### src/rtl/mem_pkg.sv
// Shared definitions for the MEM-stage data-memory access unit.
package mem_pkg;

  localparam logic [1:0] MEM_BYTE = 2'b00;
  localparam logic [1:0] MEM_HALF = 2'b01;
  localparam logic [1:0] MEM_WORD = 2'b10;

  localparam int TIMEOUT_DEFAULT = 255;

  typedef enum logic [1:0] {
    ST_IDLE,
    ST_WAIT,
    ST_DONE
  } mem_state_e;

endpackage

### src/rtl/mem_lane_align.sv
// Byte-lane steering for a little-endian 32-bit data memory: store replication,
// byte enables, alignment check and load extraction with sign/zero extension.
module mem_lane_align
  import mem_pkg::*;
#(
  parameter int word = 32
) (
  input  logic [1:0]      mem_size,
  input  logic            mem_signed,
  input  logic [1:0]      byte_off,
  input  logic [word-1:0] store_data,
  input  logic [word-1:0] read_word,
  output logic [word-1:0] lane_wdata,
  output logic [3:0]      lane_be,
  output logic            misaligned,
  output logic [word-1:0] load_data
);

  logic [7:0]  byte_sel;
  logic [15:0] half_sel;

  // Size 11 falls into the default arm and behaves as a word access.
  always_comb begin
    byte_sel   = read_word[8*byte_off +: 8];
    half_sel   = read_word[16*byte_off[1] +: 16];
    lane_wdata = store_data;
    lane_be    = 4'b1111;
    misaligned = 1'b0;
    load_data  = read_word;
    case (mem_size)
      MEM_BYTE: begin
        lane_wdata = {4{store_data[7:0]}};
        lane_be    = 4'b0001 << byte_off;
        load_data  = mem_signed ? {{(word-8){byte_sel[7]}}, byte_sel}
                                : {{(word-8){1'b0}}, byte_sel};
      end
      MEM_HALF: begin
        lane_wdata = {2{store_data[15:0]}};
        lane_be    = 4'b0011 << byte_off;
        misaligned = byte_off[0];
        load_data  = mem_signed ? {{(word-16){half_sel[15]}}, half_sel}
                                : {{(word-16){1'b0}}, half_sel};
      end
      default: begin
        misaligned = (byte_off != 2'b00);
      end
    endcase
  end

endmodule

### src/rtl/mem_access_unit.sv
// MEM-stage data-memory access FSM: issues one req/ack transaction per load or
// store, stalls the pipeline until it completes, and guards the bus with a watchdog.
module mem_access_unit
  import mem_pkg::*;
#(
  parameter int word    = 32,
  parameter int TIMEOUT = TIMEOUT_DEFAULT
) (
  input  logic            Clock,
  input  logic            Reset_n,
  input  logic            MEM_MemRead,
  input  logic            MEM_MemWrite,
  input  logic [1:0]      MEM_MemSize,
  input  logic            MEM_MemSigned,
  input  logic [word-1:0] MEM_ALU_result,
  input  logic [word-1:0] MEM_Write_data,
  output logic [word-1:0] MEM_Data_memory_Read_data,
  output logic            Stall_MEM,
  output logic            Misaligned,
  output logic            Bus_error,
  output logic            Dmem_req,
  output logic            Dmem_we,
  output logic [word-1:0] Dmem_addr,
  output logic [word-1:0] Dmem_wdata,
  output logic [3:0]      Dmem_be,
  input  logic [word-1:0] Dmem_rdata,
  input  logic            Dmem_ack
);

  localparam logic [7:0] TIMEOUT_CNT = 8'(TIMEOUT);

  mem_state_e      state;
  logic [7:0]      watchdog;
  logic            access;
  logic            misaligned_acc;
  logic [word-1:0] lane_wdata;
  logic [3:0]      lane_be;
  logic [word-1:0] load_data;

  assign access = MEM_MemRead | MEM_MemWrite;

  mem_lane_align #(.word(word)) u_lane_align (
    .mem_size   (MEM_MemSize),
    .mem_signed (MEM_MemSigned),
    .byte_off   (MEM_ALU_result[1:0]),
    .store_data (MEM_Write_data),
    .read_word  (Dmem_rdata),
    .lane_wdata (lane_wdata),
    .lane_be    (lane_be),
    .misaligned (misaligned_acc),
    .load_data  (load_data)
  );

  assign Misaligned = Reset_n && (state == ST_IDLE) && access && misaligned_acc;
  assign Stall_MEM  = Reset_n && (((state == ST_IDLE) && access && !misaligned_acc)
                                  || (state == ST_WAIT));

  // DONE always returns to IDLE so a completed instruction is never re-issued.
  always_ff @(posedge Clock or negedge Reset_n) begin
    if (!Reset_n) begin
      state                     <= ST_IDLE;
      watchdog                  <= 8'd0;
      Dmem_req                  <= 1'b0;
      Dmem_we                   <= 1'b0;
      Dmem_addr                 <= '0;
      Dmem_wdata                <= '0;
      Dmem_be                   <= 4'b0000;
      MEM_Data_memory_Read_data <= '0;
      Bus_error                 <= 1'b0;
    end else begin
      case (state)
        ST_IDLE: begin
          if (access && !misaligned_acc) begin
            Dmem_req   <= 1'b1;
            Dmem_we    <= MEM_MemWrite;
            Dmem_addr  <= {MEM_ALU_result[word-1:2], 2'b00};
            Dmem_wdata <= lane_wdata;
            Dmem_be    <= lane_be;
            watchdog   <= 8'd0;
            state      <= ST_WAIT;
          end else if (access) begin
            MEM_Data_memory_Read_data <= '0;
          end
        end
        ST_WAIT: begin
          if (Dmem_ack) begin
            Dmem_req <= 1'b0;
            Dmem_we  <= 1'b0;
            Dmem_be  <= 4'b0000;
            if (MEM_MemRead && MEM_MemWrite) begin
              MEM_Data_memory_Read_data <= '0;
            end else if (MEM_MemRead) begin
              MEM_Data_memory_Read_data <= load_data;
            end
            state <= ST_DONE;
          end else begin
            watchdog <= watchdog + 8'd1;
            if (watchdog + 8'd1 == TIMEOUT_CNT) begin
              Dmem_req                  <= 1'b0;
              Dmem_we                   <= 1'b0;
              Dmem_be                   <= 4'b0000;
              MEM_Data_memory_Read_data <= '0;
              Bus_error                 <= 1'b1;
              state                     <= ST_DONE;
            end
          end
        end
        ST_DONE: begin
          Bus_error <= 1'b0;
          state     <= ST_IDLE;
        end
        default: begin
          state <= ST_IDLE;
        end
      endcase
    end
  end

endmodule

### config.mk
export PLATFORM = sky130hd
export DESIGN_NAME = mem_access_unit
export DESIGN_NICKNAME = d
export VERILOG_FILES = /design/src/rtl/mem_pkg.sv /design/src/rtl/mem_lane_align.sv /design/src/rtl/mem_access_unit.sv
export SDC_FILE = /design/constraint.sdc
export NUM_CORES = 1
export LEC_CHECK = 0
export ABC_AREA = 1
export BUFFER_PORTS_ARGS = -buffer_cell sky130_fd_sc_hd__buf_2
export CORE_MARGIN = 2
export CORE_UTILIZATION = 45
export CTS_CLUSTER_DIAMETER = 60
export DETAILED_ROUTE_END_ITERATION = 10
export GPL_ROUTABILITY_DRIVEN = 0
export PLACE_DENSITY = 0.81
export SYNTH_ARGS = -nofsm -noshare
export SYNTH_HDL_FRONTEND = slang
export SYNTH_SLANG_ARGS = --single-unit
export TNS_END_PERCENT = 100
### constraint.sdc
create_clock -name Clock -period 2.7 [get_ports Clock]
set_clock_uncertainty 0.15 [all_clocks]
set_input_delay 0.135 -clock Clock [delete_from_list [all_inputs] [get_ports Clock]]
set_output_delay 0.135 -clock Clock [all_outputs]
set_load 0.005 [all_outputs]
==> impl_metrics.py <==
metrics = {
    "status": {
        "outcome": "completed",
    },
    "power": {
        "worst_ir_drop_vdd_mv": 0.565,
        "power_frac_comb_pct": 33.6,
        "total_power_mw": 5.98,
        "power-per-cell-area_nw_per_um2": 777,
        "power.switching_mw": 2.17,
        "clockPowerShare_pct": 23.8,
        "intPower_mw": 3.81,
        "power_frac_seq_pct": 42.6,
        "static-leakage-power_nw": 4.31,
        "switching_share_pct": 36.4,
    },
    "clock_tree": {
        "cts_clk_pin_slew_worst_paths_ps": 80,
        "bufs_on_longest_clock_path": 2,
        "clockRootBuffer": "sky130_fd_sc_hd__clkbuf_16",
        "cts_bufs_inserted": 9,
        "clock_sinks": 111,
        "clock_latency_on_the_worst_skew_pair_ps": 360,
        "cts_max_level": 3,
        "cts_tree": "done",
        "post_cts.repair.setup_buffers": 0,
    },
    "floorplanning": {
        "die_height_um": 115,
        "core_area_um2": 12000,
        "start_util_pct": 46.1,
        "num_rows": 40,
        "top_level_ports": 209,
        "die_x_um": 115,
        "fp.dieArea_um2": 13200,
    },
    "synthesis": {
        "synth-seq-cells": 111,
        "async_flop_share_pct": 100,
        "synth_area_leader_cell": "sky130_fd_sc_hd__dfrtp_1",
        "synth_warnings": 0,
        "synth_enable_flop_cells": 0,
        "synthTopCellsByCount": "sky130_fd_sc_hd__nand2_1, sky130_fd_sc_hd__dfrtp_1, sky130_fd_sc_hd__nor2_1, sky130_fd_sc_hd__o21ai_0, sky130_fd_sc_hd__a21oi_1",
        "dominantRegCellSynth": "sky130_fd_sc_hd__dfrtp_1",
        "synth_area_per_cell_um2": 7.39,
        "postSynthCellCount": 750,
        "yosysMostFrequentCell": "sky130_fd_sc_hd__nand2_1",
        "synthDistinctLibCells": 31,
        "synth_top_cell_area_share_pct": 50.1,
        "synth_seq_area_share_pct": 50.1,
        "synth.top_cells.by_area": "sky130_fd_sc_hd__dfrtp_1, sky130_fd_sc_hd__nand2_1, sky130_fd_sc_hd__nor2_1, sky130_fd_sc_hd__o21ai_0, sky130_fd_sc_hd__a21oi_1",
        "post_synth_instance_area_um2": 5540,
    },
    "global_routing": {
        "grt.total_usage_pct": 27.7,
        "grt_first_pass_wirelength_mm": 28.6,
        "gr-total-overflow": 0,
        "grt_start_max_net_pins": 73,
        "first_global_vias": 5796,
        "antenna_found_initial": 0,
    },
    "routing": {
        "wl_mm": 17.8,
        "drcViolationCount": 0,
        "detail_route.wl_per_cell_um": 15.3,
        "detailedRoute.firstIterationViolations": 427,
        "drt-pass1-iter-count": 5,
        "num_vias": 5984,
        "postRouteAntennaNets": 0,
        "avgViaCountPerCell": 5.12,
    },
    "cells_and_area": {
        "sequential_cell_area_um2": 2780,
        "multi_input_gate_area_in_the_final_layout_um2": 2400,
        "fillCellCount": 1002,
        "area_growth_pct": 38.9,
        "drive_gt1_share_pct": 24.3,
        "num-nets-final": 1122,
        "layout.cells.non_filler": 1168,
        "antenna_cells": 0,
    },
    "sta": {
        "max_slew.worst_pin.slew_ps": 767,
        "finalHoldWorstSlack_ps": 13.0,
        "number_of_failing_setup_endpoints_in_the_final_timing_report": 0,
        "hold_violations": 0,
        "rsz0062_at_grt": "false",
        "final-max-slew-violation-count": 0,
        "postLayoutSetupSlackWorst_ps": 180,
        "share_of_the_clock_period_used_by_the_worst_path_after_layout_pct": 93.3,
        "fin_setup_tns_ps": 0,
        "min_period_ps": 2520,
        "timing.max_slew.rel_slack_pct": 48.9,
        "fmaxAchievable_ghz": 0.397,
    },
    "placement": {
        "dpl_worst_slack_ps": 280,
        "dpl.cell_count": 1075,
        "dp_hpwl_mm": 11.3,
        "port_buffers": 206,
    },
    "setup_path": {
        "crit_fanout": 34,
        "ff_to_ff_setup_slack_ps": 300,
        "crit_top_cell": "sky130_fd_sc_hd__nor2_1",
        "regToRegStartpoint": "state[0]",
        "cp-start-kind": "input port",
        "cpMaxStageDelayCell": "sky130_fd_sc_hd__dlygate4sd3_1",
        "cp_data_required_time_ps": 2800,
        "timing_worst_setup_path_type": "input port to register",
        "critical_path_arrival_ps": 2620,
        "cp_cell_sequence": "dlygate4sd3_1, buf_2, nor2_1, nor2_1, nand2_2, clkinv_2, buf_4, nor2_1, a31oi_1, dlygate4sd3_1",
        "ff2ff_path_depth": 9,
        "crit_path_end_kind": "register",
        "rr_endpoint": "Dmem_wdata[17]",
        "timing.critical_path.slowest_cell_delay_ps": 570,
    },
    "hold_path": {
        "worst_min_delay_path_startpoint": "MEM_MemSize[0]",
        "worst_hold_path.num_cells": 3,
        "hold_end": "Dmem_wdata[15]",
        "worstHoldPathType": "input port to register",
    },
    "run": {
        "max_cap_violations": 0,
    },
}
final cells by class:
| type | instances | area share (%) |
|---|---|---|
| inverter | 37 | 1.82 |
| multi-input combinational | 564 | 31.2 |
| timing repair buffer | 293 | 24.4 |
| clock inverter | 7 | 1.17 |
| clock buffer | 9 | 2.93 |
| sequential | 111 | 36.1 |
| tap | 147 | 2.39 |
worst max path at each step:
stage                                         endpoint  slack, ps           start  cells after the start
final                                   Dmem_wdata[17]        180    MEM_MemWrite                     10
after CTS                               Dmem_wdata[17]        200    MEM_MemWrite                     10
after global placement                     watchdog[6]        360  MEM_MemSize[1]                     10
after global routing                    Dmem_wdata[17]         20    MEM_MemWrite                     10
after floorplan           MEM_Data_memory_Read_data[0]        890     watchdog[1]                     12
after detailed placement                   watchdog[4]        280  MEM_MemSize[1]                     10
kinds of logic after synthesis:
logic type	share of synthesized area (%)
other	0.0677
and+or+nand+nor	32.8
AOI/OAI and AO/OA	9.92
DFF	50.1
buffers and inverters	6.60
adders and majority gates	0.452
power by group through the flow:
stage / registers, mW / logic (mW) / clock network [mW]
2_1_floorplan: 2.58 / 0.954 / 0
4_1_cts: 2.53 / 1.97 / 1.45
6_report: 2.55 / 2.01 / 1.42
3_5_place_dp: 2.53 / 1.88 / 0
3_3_place_gp: 2.54 / 1.82 / 0
5_1_grt: 2.61 / 2.27 / 1.52
flip-flops by register name, summed over array words and instances (netlist names):
name / cells
Bus_error: 1
Dmem_addr: 30
Dmem_be: 4
Dmem_req: 1
Dmem_wdata: 32
Dmem_we: 1
MEM_Data_memory_Read_data: 32
state: 2
watchdog: 8
layout by cell type (no fill, tap or decap):
cell type / n
sky130_fd_sc_hd__inv_2: 3
sky130_fd_sc_hd__a21oi_2: 1
sky130_fd_sc_hd__a22oi_1: 4
sky130_fd_sc_hd__clkinv_8: 1
sky130_fd_sc_hd__o21ai_0: 42
sky130_fd_sc_hd__clkinv_1: 1
sky130_fd_sc_hd__nor2_1: 69
sky130_fd_sc_hd__nand2_1: 354
sky130_fd_sc_hd__nand2_4: 1
sky130_fd_sc_hd__nand3_1: 16
sky130_fd_sc_hd__o211ai_1: 7
sky130_fd_sc_hd__a41oi_1: 1
sky130_fd_sc_hd__nor4_1: 1
sky130_fd_sc_hd__nand3b_1: 5
sky130_fd_sc_hd__clkinv_2: 2
sky130_fd_sc_hd__dfrtp_1: 111
sky130_fd_sc_hd__o21ai_1: 1
sky130_fd_sc_hd__ha_1: 2
sky130_fd_sc_hd__bufinv_16: 1
sky130_fd_sc_hd__conb_1: 2
sky130_fd_sc_hd__clkinvlp_4: 1
sky130_fd_sc_hd__nand2_2: 4
sky130_fd_sc_hd__buf_4: 11
sky130_fd_sc_hd__or2_2: 1
sky130_fd_sc_hd__a21oi_1: 33
sky130_fd_sc_hd__nand3_2: 2
sky130_fd_sc_hd__a31oi_1: 9
sky130_fd_sc_hd__clkinv_4: 1
sky130_fd_sc_hd__inv_8: 2
sky130_fd_sc_hd__clkbuf_16: 9
sky130_fd_sc_hd__nand4_1: 4
sky130_fd_sc_hd__buf_2: 205
sky130_fd_sc_hd__nor2_2: 3
sky130_fd_sc_hd__o22ai_1: 2
sky130_fd_sc_hd__dlygate4sd3_1: 77
sky130_fd_sc_hd__inv_1: 32
per-stage QoR:
stage | instance area (um2) | util, %
after floorplan | 5540 | -
after global placement | 6610 | 55.0
after detailed placement | 6610 | 55.0
after CTS | 7700 | 64.1
after global routing | 7700 | 64.1
final | 7700 | 64.1
critical path: cells and delay by family:
kind	cells	cell delay, ps
and+or+nand+nor	4	440
buffers and inverters	5	1970
AOI/OAI and AO/OA	1	50
what timing repair did:
item / CTS / global route
hold buffers: 77 / 0
hold endpoints to repair: 186 / 0
resized for setup: 0 / 0
routing by layer:
layer	share of wire, %	wire length [um]	GRT usage (%)	up-vias
li1	-	-	-	2888
met1	41	7350	34.5	2733
met2	48	8610	45.5	324
met3	8.0	1430	7.75	39
met4	2.5	450	11.4	0
met5	0	0	0	-
Note: power is estimated with default switching activity, not from simulation.
